--- src/rtl/mem_arbiter.sv ---
// Round-robin arbiter sharing a single-port byte Memory between two requesters.
// One transaction in flight; range-checked requests; per-port valid/ready responses.
module mem_arbiter #(
  parameter int MEM_BYTES = 2048,
  parameter int ADDR_W    = 16,
  parameter int DATA_W    = 16
) (
  input  logic              clk,
  input  logic              rst,
  input  logic              req0_valid,
  output logic              req0_ready,
  input  logic              req0_we,
  input  logic              req0_mode,
  input  logic [ADDR_W-1:0] req0_addr,
  input  logic [DATA_W-1:0] req0_wdata,
  input  logic              req1_valid,
  output logic              req1_ready,
  input  logic              req1_we,
  input  logic              req1_mode,
  input  logic [ADDR_W-1:0] req1_addr,
  input  logic [DATA_W-1:0] req1_wdata,
  output logic              rsp0_valid,
  input  logic              rsp0_ready,
  output logic [DATA_W-1:0] rsp0_rdata,
  output logic              rsp0_err,
  output logic              rsp1_valid,
  input  logic              rsp1_ready,
  output logic [DATA_W-1:0] rsp1_rdata,
  output logic              rsp1_err,
  output logic              mem_rd,
  output logic              mem_wn,
  output logic [1:0]        mem_mode,
  output logic [ADDR_W-1:0] mem_address,
  output logic [DATA_W-1:0] mem_write_data,
  input  logic [DATA_W-1:0] mem_read_data
);

  typedef enum logic [1:0] {
    IDLE    = 2'd0,
    CMD     = 2'd1,
    CAPTURE = 2'd2,
    RESP    = 2'd3
  } state_t;

  state_t              state_r;
  state_t              next_state_s;

  logic                rr_r;          // preferred port when both request
  logic                port_r;        // port owning the in-flight transaction
  logic                we_r;
  logic                mode_r;

  logic                grant_s;
  logic                accept_s;
  logic                sel_we_s;
  logic                sel_mode_s;
  logic [ADDR_W-1:0]   sel_addr_s;
  logic [DATA_W-1:0]   sel_wdata_s;
  logic                sel_err_s;
  logic                rsp_fire_s;

  logic                rsp0_valid_r;
  logic                rsp1_valid_r;
  logic                rsp_err_r;
  logic [DATA_W-1:0]   rsp_rdata_r;
  logic                mem_rd_r;
  logic                mem_wn_r;
  logic                mem_mode_r;
  logic [ADDR_W-1:0]   mem_address_r;
  logic [DATA_W-1:0]   mem_write_data_r;

  // Out of range when the byte (or the second byte of a word) lies past the Memory.
  // Addresses are never wrapped, so 0xFFFF always fails here.
  function automatic logic addr_out_of_range(input logic [ADDR_W-1:0] addr,
                                             input logic byte_mode);
    logic [31:0] a;
    a = 32'(addr);
    if (a >= 32'(MEM_BYTES)) begin
      return 1'b1;
    end else if (!byte_mode && (a >= 32'(MEM_BYTES - 1))) begin
      return 1'b1;
    end else begin
      return 1'b0;
    end
  endfunction

  // Grant selection: a lone requester wins, a tie goes to the round-robin favourite.
  always_comb begin
    grant_s = 1'b0;
    if (req0_valid && req1_valid) begin
      grant_s = rr_r;
    end else if (req1_valid) begin
      grant_s = 1'b1;
    end else begin
      grant_s = 1'b0;
    end
  end

  // Request mux for the granted port plus the range check of that request.
  always_comb begin
    sel_we_s    = 1'b0;
    sel_mode_s  = 1'b0;
    sel_addr_s  = {ADDR_W{1'b0}};
    sel_wdata_s = {DATA_W{1'b0}};
    if (grant_s) begin
      sel_we_s    = req1_we;
      sel_mode_s  = req1_mode;
      sel_addr_s  = req1_addr;
      sel_wdata_s = req1_wdata;
    end else begin
      sel_we_s    = req0_we;
      sel_mode_s  = req0_mode;
      sel_addr_s  = req0_addr;
      sel_wdata_s = req0_wdata;
    end
    sel_err_s = addr_out_of_range(sel_addr_s, sel_mode_s);
  end

  assign accept_s   = (state_r == IDLE) && (req0_valid || req1_valid);
  assign req0_ready = (state_r == IDLE) && req0_valid && !grant_s;
  assign req1_ready = (state_r == IDLE) && req1_valid && grant_s;
  assign rsp_fire_s = port_r ? (rsp1_valid_r && rsp1_ready) : (rsp0_valid_r && rsp0_ready);

  // State register.
  always_ff @(posedge clk) begin
    if (rst) begin
      state_r <= IDLE;
    end else begin
      state_r <= next_state_s;
    end
  end

  // Next-state logic: errors skip the Memory, writes skip the capture cycle.
  always_comb begin
    next_state_s = state_r;
    case (state_r)
      IDLE: begin
        if (accept_s) begin
          next_state_s = sel_err_s ? RESP : CMD;
        end else begin
          next_state_s = IDLE;
        end
      end
      CMD:     next_state_s = we_r ? RESP : CAPTURE;
      CAPTURE: next_state_s = RESP;
      RESP: begin
        if (rsp_fire_s) begin
          next_state_s = IDLE;
        end else begin
          next_state_s = RESP;
        end
      end
      default: next_state_s = IDLE;
    endcase
  end

  // Transaction latch, Memory strobes and response registers.
  // Strobes default low each cycle so they are high only during CMD.
  always_ff @(posedge clk) begin
    if (rst) begin
      rr_r             <= 1'b0;
      port_r           <= 1'b0;
      we_r             <= 1'b0;
      mode_r           <= 1'b0;
      rsp0_valid_r     <= 1'b0;
      rsp1_valid_r     <= 1'b0;
      rsp_err_r        <= 1'b0;
      rsp_rdata_r      <= {DATA_W{1'b0}};
      mem_rd_r         <= 1'b0;
      mem_wn_r         <= 1'b0;
      mem_mode_r       <= 1'b0;
      mem_address_r    <= {ADDR_W{1'b0}};
      mem_write_data_r <= {DATA_W{1'b0}};
    end else begin
      mem_rd_r <= 1'b0;
      mem_wn_r <= 1'b0;
      case (state_r)
        IDLE: begin
          if (accept_s) begin
            port_r      <= grant_s;
            we_r        <= sel_we_s;
            mode_r      <= sel_mode_s;
            rr_r        <= ~grant_s;
            rsp_rdata_r <= {DATA_W{1'b0}};
            if (sel_err_s) begin
              rsp_err_r    <= 1'b1;
              rsp0_valid_r <= ~grant_s;
              rsp1_valid_r <= grant_s;
            end else begin
              rsp_err_r        <= 1'b0;
              mem_rd_r         <= ~sel_we_s;
              mem_wn_r         <= sel_we_s;
              mem_address_r    <= sel_addr_s;
              mem_mode_r       <= sel_mode_s;
              mem_write_data_r <= sel_wdata_s;
            end
          end
        end
        CMD: begin
          if (we_r) begin
            rsp0_valid_r <= ~port_r;
            rsp1_valid_r <= port_r;
          end
        end
        CAPTURE: begin
          if (mode_r) begin
            rsp_rdata_r <= {{(DATA_W-8){1'b0}}, mem_read_data[7:0]};
          end else begin
            rsp_rdata_r <= mem_read_data;
          end
          rsp0_valid_r <= ~port_r;
          rsp1_valid_r <= port_r;
        end
        RESP: begin
          if (rsp_fire_s) begin
            rsp0_valid_r <= 1'b0;
            rsp1_valid_r <= 1'b0;
          end
        end
        default: begin
          rsp0_valid_r <= 1'b0;
          rsp1_valid_r <= 1'b0;
        end
      endcase
    end
  end

  assign rsp0_valid     = rsp0_valid_r;
  assign rsp1_valid     = rsp1_valid_r;
  assign rsp0_err       = rsp_err_r;
  assign rsp1_err       = rsp_err_r;
  assign rsp0_rdata     = rsp_rdata_r;
  assign rsp1_rdata     = rsp_rdata_r;
  assign mem_rd         = mem_rd_r;
  assign mem_wn         = mem_wn_r;
  assign mem_mode       = {1'b0, mem_mode_r};
  assign mem_address    = mem_address_r;
  assign mem_write_data = mem_write_data_r;

endmodule

--- config.mk ---
export PLATFORM = sky130hd
export DESIGN_NAME = mem_arbiter
export DESIGN_NICKNAME = d
export VERILOG_FILES = /design/src/rtl/mem_arbiter.sv
export SDC_FILE = /design/constraint.sdc
export NUM_CORES = 1
export LEC_CHECK = 0
export BUFFER_PORTS_ARGS = -buffer_cell sky130_fd_sc_hd__buf_2
export CORE_ASPECT_RATIO = 0.75
export CORE_MARGIN = 4
export CORE_UTILIZATION = 41
export CTS_CLUSTER_DIAMETER = 50
export CTS_CLUSTER_SIZE = 14
export DETAILED_ROUTE_END_ITERATION = 10
export GPL_ROUTABILITY_DRIVEN = 0
export PLACE_DENSITY = 0.79
export SLEW_MARGIN = 20
export SYNTH_ARGS = -nofsm -noshare
export SYNTH_HDL_FRONTEND = slang
export SYNTH_SLANG_ARGS = --single-unit
--- constraint.sdc ---
create_clock -name clk -period 1.8 [get_ports clk]
set_input_delay 0.36 -clock clk [delete_from_list [all_inputs] [get_ports clk]]
set_output_delay 0.36 -clock clk [all_outputs]
set_load 0.05 [all_outputs]
==> Yosys cells after proc, flatten, opt, wreduce, memory -nomap -nowiden <==
Cells that the tools add are included.
{ "word_totals": {"ff_bits": 60, "word_cells": 75, "in_bits": 90, "out_inout_bits": 74} }
{ "classes": {"n_reduce_logical": 19, "magnitude_cmp": 2, "bitwise_logic": 6, "mux": 27, "eq_ne": 7} }
{ "ops": {"columns": ["cell", "n"], "rows": [
  ["$mux 16", 4],
  ["$pmux 16 s2", 1],
  ["$ge 16x11->1 const B", 1],
  ["$ge 16x12->1 const B", 1],
  ["$mux 1", 16],
  ["$logic_and 1x1->1", 9],
  ["$ne 2x2->1 const B", 4],
  ["$pmux 1 s4", 2],
  ["$pmux 2 s4", 1],
  ["$mux 2", 3],
  ["$not 1->1", 6],
  ["$eq 2x2->1 const B", 2],
  ["$reduce_and 2->1", 2],
  ["$reduce_and 4->1", 1],
  ["$reduce_or 4->1", 1],
  ["$reduce_and 3->1", 1],
  ["$eq 2x1->1 const B", 1],
  ["$logic_not 1->1", 2],
  ["$logic_not 2->1", 1],
  ["$reduce_bool 2->1", 1],
  ["$logic_or 1x1->1", 1]
]} }

==> Depth between registers and ports, before layout <==
Gate-level depths: netlist of run 1.
{ "depth": {"ltp_word": 10, "depth_mapped": 9, "ltp_nobuf": 7} }

==> Worst setup path after synthesis of run 1 <==
OpenSTA, ideal clock, no wires.
{ "synth_path": {"path_kind": "reg-to-reg", "start": "reg state_r[0]", "end": "reg rsp1_valid_r, in the netlist rsp1_valid", "path_buffers": 1, "synth_period_minus_slack_ns": 2.489, "required_ns": 1.721, "path_stages_with_launch": 9, "arrival_time_ns": 2.410, "setup_ns": 0.079, "path_slack_ns": -0.689, "cell_sequence": "dfxtp_1 inv_1 ha_1 buf_2 inv_1 nor3_1 nand3b_1 a21oi_1 a211oi_2"} }
{ "synth_between": {"elab_chain_cells": 4, "word_cells_on_any_way": 11, "cone_classes": "eq/ne (7); mux (1); reduce/logical (3)"} }
{ "synth_lines": {"columns": ["item", "line_no", "rtl"], "rows": [
  ["start: declaration", "45", "state_t state_r;"],
  ["start signal: assignment", "129", "state_r <= next_state_s;"],
  ["$logic_not 2->1", "119, 177", null],
  ["$logic_and 1x1->1", "119", "assign accept_s = (state_r == IDLE) && (req0_valid || req1_valid);"],
  ["$ne 2x2->1 (no source line)", null, null],
  ["$reduce_and 4->1 (no source line)", null, null],
  ["end signal: assignment", "188", "rsp1_valid_r <= grant_s;"],
  ["end signal: assignment", "202", "rsp1_valid_r <= port_r;"],
  ["end signal: assignment", "212", "rsp1_valid_r <= port_r;"],
  ["end: declaration", "63", "logic rsp1_valid_r;"]
]} }
Parallel ways exist; a longest one is shown, timed or not.
A chain may end at the register's enable or synchronous reset.

==> Final worst setup path of run 1 <==
{ "layout_path": {"start": "reg state_r[1]", "end": "out req1_ready"} }
{ "layout_between": {"elab_chain_cells": 3} }
{ "layout_lines": {"columns": ["item", "line_no", "rtl"], "rows": [
  ["$logic_not 2->1", "121", "assign req1_ready = (state_r == IDLE) && req1_valid && grant_s;"],
  ["$logic_and 1x1->1 (2 in series)", "121", null],
  ["end: declaration", "17", "output logic req1_ready,"]
]} }
Every way passes these cells.

==> results.md, run 1 <==
* Status: finished, violations left
* Failing checks: negative setup slack
* Initial antenna violation count at 0
* Sequential cell area at 0.001205 mm^2
* CP required at 1.44 ns
* Ys async rst share at 0
* H-tree depth at 3
* Largest stage delay on the critical path at 0.34 ns
* Vias/cell at 5.317
* Row Count at 26
* Area occupied by multi-input gates at 0.001640 mm^2
* Clk pwr share at 0.321
* Crit path cell chain: inv_2, ha_4, buf_6, clkinvlp_4, nor3_4, buf_12
* Post-synth top cells: dfxtp_1 (60), nand2_1 (38), nand3_1 (37)
* Logic pwr share at 0.350
* Total power at 4.540 mW
* Leak pwr at 2.031 nW
* Syn_nets at 436
* Max-Cap Viols at 0
* Worst EP arrival at 1.48 ns
* GRT Total Usage at 0.2094
* Fin. Hold Viols at 0
* Post-synth cell types at 46
* Fmax achieved at 0.5425 GHz
* Worst-Skew Late Latency at 0.33 ns
* Final core utilization at 0.6378
* Crit-path leading delay family: buffers and inverters
* Top Ports at 164
* Area contributors post-synth: dfxtp_1 (39%), a311oi_2 (9.8%), nand3_1 (6.0%), a21oi_1 (5.4%), buf_4 (5.4%)
* Crit start category: register
* Total Wirelength at 9606 um
* Global-route wire length before repair at 15,310 um
* Crit end category: output port
* CP max FO at 3
* Core ar. at 0.007027 mm^2
* NetSw at 1.615 mW
* Placed cell area at 0.004068 mm^2
* Via Count at 3,222
* Number of global-route vias before repair at 3,230
* Final critical-path share of the clock period at 1.024
* GRT overflow at 0
* Worst Setup Path Type: register to output port
* Layout area overhead at 46.32%
* CTS sink count at 60
* Sequential fraction of the synthesis area at 0.3922
* Clock skew at 0.007726 ns
* Yosys warns at 0
* Die area at 0.008932 mm^2
* Hpwl dp at 7151 um
* Iter 0 DRT Violations at 144
* Initial Util at 0.4359
* Number of remaining DRC errors at 0
* Setup violators final at 2
* Hold Path Class: primary input to register
* DIE WIDTH at 107.8 um
* Filler cells at 591
* Internal Power at 2.924 mW
* Share of the synthesized area in the top cell type at 0.3922
* Peak supply drop at 408.9 uV
* RSZ-0062 raised after global routing: yes
* Mapped Cells at 342
* Total CTS buffers at 9
* Setup TNS at -0.04445 ns
* Synthesized flop and latch total at 60
* Post-Syn Area at 0.003063 mm^2
* Worst setup margin at -0.04325 ns
* CP max stage cell: dfxtp_2
* Worst-path clk slew at 0.06 ns
* CTS tree: yes
* Minimum clock period at 1.843 ns
* Switching share of power at 0.3558
* Die Height at 82.85 um
* Post-DRT Antenna Nets at 0
* Antenna Cells at 0
* Pin count of the biggest net entering global routing at 28
* Finished Cell Area at 0.004482 mm^2
* Iteration count of the initial detailed-routing pass at 4
* Clock tree buffer depth at 2
* Slew Limit Fails at 0
* Post-layout net count at 598
* CTS root buffer: clkbuf_8
* Most instantiated library cell after synthesis: dfxtp_1
* Ys flop type: dfxtp_1
* PortBufs at 162
* Syn_area_per_cell at 8.956 um^2
* Post-synth EDFFs at 0
* Flop pwr share at 0.329
* PwrDens at 1013 mW/mm^2
* Drt wl/cell at 15.85 um
* Layout cells sized above 1 at 0.5453
* Buf/Inv on CP at 4
* Yosys top cell by area: dfxtp_1
[final cells by class]
cell class | count | share of cell area
multi-input cells | 225 | 0.3660
repair buffers | 200 | 0.2772
flip-flops and latches | 60 | 0.2688
clock buffers | 10 | 0.03071
well taps | 98 | 0.02736
clock inverters | 5 | 0.02233
inverters | 8 | 0.007538
[worst register-to-register path, cell delays in order (launching register included)]
cell,delay (ns)
dfxtp_2,0.35
nor2b_1,0.07
or3_1,0.40
o221ai_2,0.30
buf_4,0.20
o21ai_1,0.09
a211oi_1,0.28
[logic make-up (layout without fill, tap and decap cells)]
family,after synthesis,after routing,share of synthesized area
adder cells (fa/ha/maj),4,4,0.01634
other,1,1,0.001224
AO/OA/AOI/OAI,91,91,0.2631
AND/OR/NAND/NOR,127,127,0.2087
flip-flops,60,60,0.3922
buffers and inverters,57,223,0.1119
multiplexers,2,2,0.006536
[worst paths after layout]
check / from / endpoint / slack (ns) / cells after the start
worst max register to register: rr_r / rsp0_valid / 0.03 / 6
worst min register to register: rsp0_rdata[12] / rsp0_rdata[12] / 0.47 / 2
worst max-delay path: state_r[1] / req1_ready / -0.04 / 6
worst min-delay path: mem_read_data[7] / rsp0_rdata[7] / 0.27 / 3
[power by group through the flow]
stage,sequential (mW),combinational [mW],clock (mW)
after floorplan,1.72,0.877,0
after global placement,1.51,1.41,0
after detailed placement,1.51,1.43,0
after CTS,1.49,1.54,1.49
after global routing,1.50,1.71,1.55
final,1.49,1.59,1.46
[registers in the layout (all words and copies together), names as in the netlist, 2 cells and up]
| register | flops |
|---|---|
| rsp0_rdata | 16 |
| state_r | 2 |
| mem_write_data | 16 |
| mem_address | 16 |
[layout by cell type, fill, tap and decap left out, types with 4 or more instances in the layout]
master / Yosys / layout
nor3b_2: 0 / 5
inv_1: 7 / 4
a22oi_1: 9 / 9
buf_2: 3 / 160
clkbuf_8: 0 / 10
nand3_1: 37 / 37
a311oi_1: 8 / 7
a21oi_2: 8 / 9
buf_12: 1 / 7
dfxtp_1: 60 / 57
nand4_1: 4 / 4
a311oi_2: 20 / 21
nand2_1: 38 / 37
nor2_1: 21 / 19
a21oi_1: 33 / 32
buf_4: 22 / 27
[metal layers]
layer | wire length [um] | global-route usage
met4 | 180 | 0.07569
met2 | 4848 | 0.3674
met3 | 580 | 0.04729
met5 | 0 | 0
met1 | 3996 | 0.2483
[per-stage QoR]
step	instances	hold WS, ns	setup WS [ns]
3_3_place_gp	584	0.4471	-0.2704
4_1_cts	604	0.2529	-0.03965
5_1_grt	606	0.2747	-0.1113
3_5_place_dp	584	0.4616	-0.3081
6_report	606	0.2653	-0.04325
2_1_floorplan	342	0.4763	-0.1413
[what timing repair did]
action,CTS,global route
gates resized for setup,14,11
pin swaps,2,24
cloned,0,2
hold buffers,0,0
setup buffers,5,0
setup endpoints to repair,3,35
Power figures use the tool's default switching activity.
==> run 2: changes to the inputs <==
--- a/config.mk
+++ b/config.mk
@@ -5,10 +5,11 @@
 export SDC_FILE = /design/constraint.sdc
 export NUM_CORES = 1
 export LEC_CHECK = 0
+export ABC_AREA = 1
 export BUFFER_PORTS_ARGS = -buffer_cell sky130_fd_sc_hd__buf_2
 export CORE_ASPECT_RATIO = 0.75
 export CORE_MARGIN = 4
-export CORE_UTILIZATION = 41
+export CORE_UTILIZATION = 40
 export CTS_CLUSTER_DIAMETER = 50
 export CTS_CLUSTER_SIZE = 14
 export DETAILED_ROUTE_END_ITERATION = 10
==> run 2 against run 1 <==
Effect of this change: the flow still finishes with violations (negative setup slack); core utilization down 3.5 points; hold slack improved by 0.030 ns; critical path depth rose by 1; highest routed layer is now met5.
==> results.md, run 2 <==
* Status: finished, violations left
* Failing checks: negative setup slack
* RSZ-0062 raised after global routing: yes
* Worst-Skew Late Latency at 0.32 ns (about the same)
* Iteration count of the initial detailed-routing pass at 4 (unchanged)
* H-tree depth at 3 (unchanged)
* Vias/cell at 4.633 (-13%)
* Top Ports at 164 (unchanged)
* Total power at 4.823 mW (+6.2%)
* GRT overflow at 0 (unchanged)
* Final hold slack at 0.2957 ns (+0.03041 ns)
* Die area at 0.008674 mm^2 (-2.9%)
* Syn_area_per_cell at 6.874 um^2 (-23%)
* CTS sink count at 60 (unchanged)
* Clock skew at 0.005813 ns (-0.001913 ns)
* Leak pwr at 2.339 nW (+15%)
* CTS tree: yes
* Final critical-path share of the clock period at 1.005 (-0.01923)
* Drt wl/cell at 12.97 um (-18%)
* CTS root buffer: clkbuf_8
* Hpwl dp at 6879 um (-3.8%)
* Syn_nets at 515 (+18%)
* Worst setup margin at -0.008627 ns (+0.03462 ns)
* Most instantiated library cell after synthesis: nand2_1
* Fin. Hold Viols at 0 (unchanged)
* Met2 wire len at 4372 um (-9.8%)
* DIE WIDTH at 106.2 um (-1.5%)
* Post-DRT Antenna Nets at 0 (unchanged)
* Yosys top cell by area: dfxtp_1
* DR WL met3 at 770 um (+33%)
* PwrDens at 1154 mW/mm^2 (+14%)
* CP max FO at 4 (+1)
* Antenna Cells at 0 (unchanged)
* Ys flop type: dfxtp_1
* Synthesized flop and latch total at 60 (unchanged)
* Worst Setup Path Type: register to output port
* Slew Limit Fails at 0 (unchanged)
* Number of global-route vias before repair at 3,008 (-6.9%)
* Hold Path Class: primary input to register
* Total CTS buffers at 9 (unchanged)
* Clock tree buffer depth at 2 (unchanged)
* Row Count at 26 (unchanged)
* Max-Cap Viols at 0 (unchanged)
* Most common cell after layout, fill and taps aside: nand2_1
* Worst EP arrival at 1.45 ns (-0.03 ns)
* Finished Cell Area at 0.004180 mm^2 (-6.7%)
* Initial Util at 0.4177 (-0.01824)
* Initial antenna violation count at 1 (+1)
* CP required at 1.44 ns (about the same)
* GRT Total Usage at 0.1966 (-0.01284)
* Sequential fraction of the synthesis area at 0.4150 (+0.02289)
* Ys async rst share at 0 (unchanged)
* Area contributors post-synth: dfxtp_1 (42%), nand2_1 (25%), nand3_1 (5.9%), buf_4 (5.2%), a21oi_1 (3.8%)
* Final core utilization at 0.6033 (-0.03453)
* Die Height at 81.67 um (-1.4%)
* Number of remaining DRC errors at 0 (unchanged)
* Yosys warns at 0 (unchanged)
* Post-layout net count at 687 (+15%)
* Layout area overhead at 44.44%
* Post-synth cell types at 30 (-35%)
* Pin count of the biggest net entering global routing at 29 (+3.6%)
* Iter 0 DRT Violations at 150 (+4.2%)
* Crit start category: register
* Core ar. at 0.006929 mm^2 (-1.4%)
* Setup violators final at 1 (-1)
* Minimum clock period at 1.809 ns (-0.03462 ns)
* Met1 Wirelength at 3708 um (-7.2%)
* Total Wirelength at 9015 um (-6.2%)
* DR top layer: met5
* Post-Syn Area at 0.002894 mm^2 (-5.5%)
* Global-route wire length before repair at 13,490 um (-12%)
* Most frequent cells in the layout: nand2_1 (185), buf_2 (160), dfxtp_1 (57), nand3_1 (33), buf_4 (26)
* Via Count at 3,220 (-0.062%)
* Post-synth top cells: nand2_1 (193), dfxtp_1 (60), nand3_1 (34)
* Post-synth EDFFs at 0 (unchanged)
* Layout cells sized above 1 at 0.4188 (-0.1265)
* Placed cell area at 0.003811 mm^2 (-6.3%)
* PortBufs at 162 (unchanged)
* Worst-path clk slew at 0.07 ns (about the same)
* Hold buffers post-CTS at 0 (unchanged)
* Fmax achieved at 0.5529 GHz (+1.9%)
* Mapped Cells at 421 (+23%)
* Peak supply drop at 674.4 uV (+65%)
* Share of the synthesized area in the top cell type at 0.4150 (+0.02289)
* Crit end category: output port
-- run 2: changes by cell type after synthesis, sizes merged, moves of 8 or more --
cell / before / now
a22oi: 9 / 0
a311oi: 28 / 0
a21oi: 41 / 22
inv: 8 / 30
clkbuf: 18 / 6
nand2: 38 / 196
o21ai: 2 / 10
-- run 2: critical path, stage by stage (launching register included) --
cell     delay (ns)
dfxtp_2        0.34
inv_1          0.08
ha_1           0.18
inv_2          0.09
nor2_4         0.12
inv_2          0.08
nor2_4         0.08
buf_6          0.16
-- run 2: power breakdown --
group	switching [mW]	internal, mW	total [mW]	leakage [nW]
logic	1.49	0.701	2.19	1.76
clock network	0.482	0.564	1.05	0.0893
registers	0.104	1.48	1.59	0.487
-- run 2: stage by stage --
step / instances / setup WS (ns) / setup TNS, ns
6_report: 695 / -0.008627 / -0.008627
3_5_place_dp: 674 / -0.1743 / -4.137
3_3_place_gp: 674 / -0.1043 / -1.096
4_1_cts: 689 / -0.02853 / -0.04782
2_1_floorplan: 421 / 0.01450 / 0
5_1_grt: 695 / -0.1069 / -2.915
-- run 2: layout make-up --
| class | instances | area [um^2] |
|---|---|---|
| clock inverter | 2 | 10.01 |
| inverter | 30 | 127.6 |
| sequential | 60 | 1205 |
| multi-input combinational | 296 | 1409 |
| timing repair inverter | 1 | 11.26 |
| timing repair buffer | 195 | 1136 |
| tap | 98 | 122.6 |
| fill | 663 | 2749 |
| clock buffer | 13 | 158.9 |
-- run 2: path summary, 6_finish.rpt --
kind,slack [ns],start,endpoint,cells after the start
worst max-delay path,-0.009,state_r[0],req0_ready,7
worst min-delay path,0.30,mem_read_data[8],rsp0_rdata[8],3
worst max register to register,0.02,rr_r,mem_write_data[12],13
worst min register to register,0.44,mem_address[13],mem_address[13],2
-- run 2: cells by family after synthesis --
logic type                 after synthesis  share of synthesized area
AOI/OAI and AO/OA                       35                    0.06529
other                                    1                   0.001296
and+or+nand+nor                        256                     0.3710
DFF                                     60                     0.4150
buffers and inverters                   65                     0.1301
adders and majority gates                4                    0.01729
-- run 2: metal layers --
layer | vias up | global-route usage
met4 | 2 | 0.07891
met1 | 1444 | 0.2299
met5 | - | 0
met2 | 126 | 0.3350
li1 | 1632 | -
met3 | 16 | 0.06756
-- run 2: repair_timing --
action,in CTS,in global routing
gates resized for setup,11,40
pin swaps,0,4
setup endpoints to repair,31,48
setup buffers,0,3
gates cloned,0,3
